<file path="src/rtl/switch_conditioner_if.sv">
// Signal bundle between the raw pad inputs and the conditioned outputs
// that feed the counter/LED display top level.
interface switch_conditioner_if #(
  parameter int N_IN = 4
);
  logic [N_IN-1:0] raw_in;
  logic [N_IN-1:0] level;
  logic [N_IN-1:0] rise;
  logic [N_IN-1:0] fall;
  logic [N_IN-1:0] toggle;
  logic            any_event;

  // Producer of raw pad levels, consumer of the conditioned outputs.
  modport master (
    output raw_in,
    input  level, rise, fall, toggle, any_event
  );

  // The conditioner itself.
  modport slave (
    input  raw_in,
    output level, rise, fall, toggle, any_event
  );
endinterface

</file>
<file path="src/rtl/switch_conditioner.sv">
// Push-button / DIP switch conditioner: two-flop synchroniser, per-channel
// debounce counter, clean levels, one-cycle edge pulses and toggle states.
// Every output is a flop; nothing from raw_in reaches an output combinationally.
module switch_conditioner #(
  parameter int N_IN            = 4,
  parameter int DEBOUNCE_CYCLES = 1000000,
  parameter int CNT_W           = 20,
  parameter bit ACTIVE_LOW      = 1'b1
) (
  input  logic                 clk,
  input  logic                 reset,
  switch_conditioner_if.slave  sw
);

  // A debounce length outside 1 .. 2^CNT_W cannot be counted; stop at elaboration.
  if (DEBOUNCE_CYCLES < 1 || longint'(DEBOUNCE_CYCLES) > (longint'(1) << CNT_W)) begin : g_bad_debounce
    $fatal(1, "switch_conditioner: DEBOUNCE_CYCLES out of range 1 .. 2^CNT_W");
  end

  localparam logic [CNT_W-1:0] CNT_MAX = CNT_W'(DEBOUNCE_CYCLES - 1);

  logic [N_IN-1:0] sync1_reg;
  logic [N_IN-1:0] sync2_reg;
  logic [N_IN-1:0] level_reg;
  logic [N_IN-1:0] rise_reg;
  logic [N_IN-1:0] fall_reg;
  logic [N_IN-1:0] toggle_reg;
  logic            any_event_reg;

  logic [N_IN-1:0] rise_next;
  logic [N_IN-1:0] fall_next;

  genvar gi;
  generate
    for (gi = 0; gi < N_IN; gi++) begin : g_chan
      logic [CNT_W-1:0] cnt_reg;
      logic             pending;
      logic             accept;

      // PENDING while the synchronised input disagrees with the accepted level;
      // the change is accepted on the DEBOUNCE_CYCLES-th consecutive pending edge.
      assign pending        = sync2_reg[gi] != level_reg[gi];
      assign accept         = pending && (cnt_reg == CNT_MAX);
      assign rise_next[gi]  = accept &&  sync2_reg[gi];
      assign fall_next[gi]  = accept && !sync2_reg[gi];

      // Count consecutive pending cycles; any return to agreement or an accept restarts it.
      always_ff @(posedge clk or posedge reset) begin
        if (reset) begin
          cnt_reg <= '0;
        end else if (!pending || accept) begin
          cnt_reg <= '0;
        end else begin
          cnt_reg <= cnt_reg + 1'b1;
        end
      end
    end
  endgenerate

  // Synchroniser, accepted levels, edge pulses, toggles and the combined event flag.
  always_ff @(posedge clk or posedge reset) begin
    if (reset) begin
      sync1_reg     <= '0;
      sync2_reg     <= '0;
      level_reg     <= '0;
      rise_reg      <= '0;
      fall_reg      <= '0;
      toggle_reg    <= '0;
      any_event_reg <= 1'b0;
    end else begin
      sync1_reg     <= sw.raw_in ^ {N_IN{ACTIVE_LOW}};
      sync2_reg     <= sync1_reg;
      level_reg     <= level_reg ^ (rise_next | fall_next);
      rise_reg      <= rise_next;
      fall_reg      <= fall_next;
      toggle_reg    <= toggle_reg ^ rise_next;
      any_event_reg <= |(rise_next | fall_next);
    end
  end

  assign sw.level     = level_reg;
  assign sw.rise      = rise_reg;
  assign sw.fall      = fall_reg;
  assign sw.toggle    = toggle_reg;
  assign sw.any_event = any_event_reg;

endmodule

</file>
<file path="src/flat_wrapper.sv">
// flat-port wrapper written by rule: the top's interface ports become plain ports
module switch_conditioner_flat 
#(
  parameter int N_IN            = 4,
  parameter int DEBOUNCE_CYCLES = 1000000,
  parameter int CNT_W           = 20,
  parameter bit ACTIVE_LOW      = 1'b1
)
  (clk, reset, sw_raw_in, sw_level, sw_rise, sw_fall, sw_toggle, sw_any_event);
  switch_conditioner_if #(.N_IN(N_IN)) sw_i ();
  input  logic clk;
  input  logic reset;
  input wire logic [$bits(sw_i.raw_in)-1:0] sw_raw_in;
  output wire logic [$bits(sw_i.level)-1:0] sw_level;
  output wire logic [$bits(sw_i.rise)-1:0] sw_rise;
  output wire logic [$bits(sw_i.fall)-1:0] sw_fall;
  output wire logic [$bits(sw_i.toggle)-1:0] sw_toggle;
  output wire logic [$bits(sw_i.any_event)-1:0] sw_any_event;
  assign sw_i.raw_in = sw_raw_in;
  assign sw_level = sw_i.level;
  assign sw_rise = sw_i.rise;
  assign sw_fall = sw_i.fall;
  assign sw_toggle = sw_i.toggle;
  assign sw_any_event = sw_i.any_event;
  switch_conditioner #(.N_IN(N_IN), .DEBOUNCE_CYCLES(DEBOUNCE_CYCLES), .CNT_W(CNT_W), .ACTIVE_LOW(ACTIVE_LOW)) u_core (.clk(clk), .reset(reset), .sw(sw_i));
endmodule
</file>
<file path="config.mk">
export PLATFORM = sky130hd
export DESIGN_NAME = switch_conditioner_flat
export DESIGN_NICKNAME = d
export VERILOG_FILES = /design/src/rtl/switch_conditioner_if.sv /design/src/rtl/switch_conditioner.sv /design/src/flat_wrapper.sv
export SDC_FILE = /design/constraint.sdc
export NUM_CORES = 1
export LEC_CHECK = 0
export CAP_MARGIN = 10
export CORE_MARGIN = 5
export CORE_UTILIZATION = 23
export CTS_CLUSTER_SIZE = 20
export DETAILED_ROUTE_END_ITERATION = 10
export GPL_ROUTABILITY_DRIVEN = 0
export SYNTH_ARGS = -nofsm -noshare
export SYNTH_HDL_FRONTEND = slang
export SYNTH_SLANG_ARGS = --single-unit
</file>
<file path="constraint.sdc">
create_clock -name clk -period 5.8 [get_ports clk]
set_clock_uncertainty 0.2 [all_clocks]
set_input_delay 1.16 -clock clk [delete_from_list [all_inputs] [get_ports clk]]
set_output_delay 1.16 -clock clk [all_outputs]
set_load 0.05 [all_outputs]
</file>
==> results.py <==
metrics = {
    "cts": {
        "clock_latency_ps": 340,
        "root_buffer": "clkbuf_16",
        "cts-buffers-inserted": 9,
        "cts_setup_buffers": 0,
        "cts.sinks": 105,
        "clk_pin_slew_ps": 70,
        "hold_buffers": 0,
        "htree_levels": 3,
        "ctsResizeCount": 0,
        "tritoncts": "built",
        "clock_path_buffers": 2,
    },
    "synthesis": {
        "ys_ff_latch": 105,
        "synth_edf_count": 0,
        "synth_top_family_by_area": "simple AND/OR/NAND/NOR gates",
        "seq_area_frac_synth_pct": 55.7,
        "synthTopCellsByCount": "105 x dfrtp_1, 90 x nor2_1, 54 x xor2_1",
        "synth_compound_area_share_pct": 0.345,
        "synth_area_leaders": "dfrtp_1 56%, xor2_1 10%, nor2_1 7.2%",
        "yosysTopAreaCellShare_pct": 55.7,
        "synth_flop_cell": "dfrtp_1",
        "yosys_warnings": 0,
        "synthArstFlopShare_pct": 100,
        "synthesis.nets": 453,
        "yosysMostFrequentCell": "dfrtp_1",
        "yosysUniqueCellTypes": 34,
        "yosysTopAreaCell": "dfrtp_1",
        "syn_avg_cell_area_um2": 10.6,
        "synth_cells": 443,
        "synth_area_um2": 4720,
        "synth-xor-area-share_pct": 15.0,
        "synthMuxAreaShare_pct": 0.716,
        "synthSimpleGateAreaFrac_pct": 25.3,
        "synth_fa_ha_area_share_pct": 1.06,
    },
    "timing": {
        "worst_pin_slew_ps": 920,
        "setup_viol": 0,
        "period_share_pct": 51.8,
        "fmax_mhz": 333,
        "rsz0062_at_grt": "no",
        "slew_violations": 0,
        "fin_tns_setup_ps": 0,
        "relSlewSlack_pct": 38.7,
        "min_period_ps": 3000,
        "finalHoldViolations": 0,
    },
    "floorplanning": {
        "core_area_um2": 20200,
        "die_y_um": 153,
        "die_w_um": 153,
        "start_util_pct": 23.3,
        "die_area_um2": 23500,
        "pin_count": 23,
        "rows": 52,
    },
    "worst_setup_path": {
        "critPathSlowestCell": "clkdlybuf4s50_1",
        "crit_path_max_incr_delay_ps": 850,
        "path_delay_family": "buffers and inverters",
        "arrival_ps": 1640,
        "required_ps": 4440,
        "cp_cell_sequence": "clkdlybuf4s50_1",
        "setup.worst_path.start_class": "flip-flop",
        "crit_path_end_kind": "output port",
        "crit_fanout": 5,
        "critPathBufInv": 1,
        "path_class": "flip-flop to output port",
    },
    "grt": {
        "grt_start_max_net_pins": 74,
        "antenna_found_initial": 0,
        "grt_pass1_wl_mm": 15.2,
        "gr-total-overflow": 0,
        "track_usage_pct": 7.74,
        "grt_pass1_vias": 3103,
    },
    "run_status": {
        "status": "finished clean",
    },
    "final_layout": {
        "final_util_pct": 27.3,
        "seq_area_um2": 2630,
        "largest_reg_flops": 80,
        "final_layout_size_suffix_gt1_share_pct": 6.74,
        "finalNetCount": 481,
        "nFillCells": 2125,
        "area_growth_pct": 17.1,
        "diodes": 0,
        "multi_input_area_um2": 2000,
    },
    "place": {
        "io_buffers": 22,
        "dp_hpwl_mm": 5.87,
    },
    "drt": {
        "dr.pass1.iters": 4,
        "remaining_drc_errors": 0,
        "ant_nets": 0,
        "dr_total_vias": 3085,
        "wl_per_cell_um": 11.6,
        "vias_per_cell": 4.14,
        "wirelength_mm": 8.64,
        "drt_iter0_markers": 212,
    },
    "job": {
        "drv_cap": 0,
    },
    "power_and_ir_drop": {
        "ir_worst_vdd_uv": 136,
        "p_per_area_nw_per_um2": 248,
        "leakagePower_nw": 2.31,
    },
    "min_path": {
        "hp-class": "flip-flop to flip-flop",
    },
}
layout by cell type, fill, tap and decap left out, types with 3 or more instances in the layout:
cell type and n:
inv_1 10, dfrtp_1 105, nor3b_1 5, nor4bb_1 3, and4_1 5, mux2_2 3, ha_1 4, nand3_1 35
clkdlybuf4s50_1 22, clkbuf_16 9, nor3_1 6, nand2_1 31, xor2_1 54, nor4_1 12, nand4_1 16, xnor2_1 27
nor4b_1 3, and3_1 8, nor2_1 90
routing by layer:
| metal | routed length [µm] | up-vias | track usage (%) |
|---|---|---|---|
| met5 | 0 | - | 0 |
| met4 | 87 | 0 | 2.04 |
| met3 | 372 | 6 | 2.52 |
| met2 | 3570 | 42 | 11.1 |
| met1 | 4610 | 1499 | 11.2 |
| li1 | - | 1538 | - |
kinds of logic (layout without fill, tap and decap cells):
kind of cell	Yosys count	count (layout)
AND/OR/NAND/NOR	231	231
XOR/XNOR	81	81
multiplexers	3	3
buffers and inverters	17	49
AO/OA/AOI/OAI	2	2
adder cells (fa/ha/maj)	4	4
flip-flops	105	105
worst paths after layout:
path | startpoint | end | slack (ps) | cells after the start
max in group asynchronous | reset | u_core.g_chan[3].cnt_reg[16] | 3230 | 3
max reg2reg | u_core.g_chan[3].cnt_reg[0] | u_core.g_chan[3].cnt_reg[4] | 3320 | 6
max | flip-flop | sw_level[1] | 2800 | 1
min | u_core.sync1_reg[0] | u_core.sync2_reg[0] | 150 | 0
min reg2reg | u_core.sync1_reg[0] | u_core.sync2_reg[0] | 150 | 0
min in group asynchronous | reset | u_core.g_chan[2].cnt_reg[8] | 1190 | 2
area by class of cell:
class	count	share of cell area (%)
clock buffer	11	4.58
multi-input combinational	321	36.3
timing repair buffer	23	4.12
sequential	105	47.6
tap	270	6.12
inverter	11	0.793
clock inverter	4	0.521
power breakdown:
part | leakage (nW) | internal, W | switching [W]
clock | 0.134 | 0.000312 | 0.000261
sequential | 1.44 | 0.000741 | 0.0000105
combinational | 0.737 | 0.0000126 | 0.0000304
total | 2.31 | 0.00107 | 0.000302
metrics by stage:
stage / std cells / instance area [µm²] / setup WS [ps] / total power, W / hold WS [ps]
2_1_floorplan: 443 / 4720 / 1680 / 0.000795 / 131
3_3_place_gp: 730 / 5240 / 2780 / 0.000810 / 132
3_5_place_dp: 730 / 5240 / 2780 / 0.000811 / 137
4_1_cts: 745 / 5520 / 2770 / 0.00139 / 153
5_1_grt: 745 / 5520 / 2730 / 0.00143 / 157
6_report: 745 / 5520 / 2800 / 0.00137 / 150
Note: power is estimated with default switching activity, not from simulation.
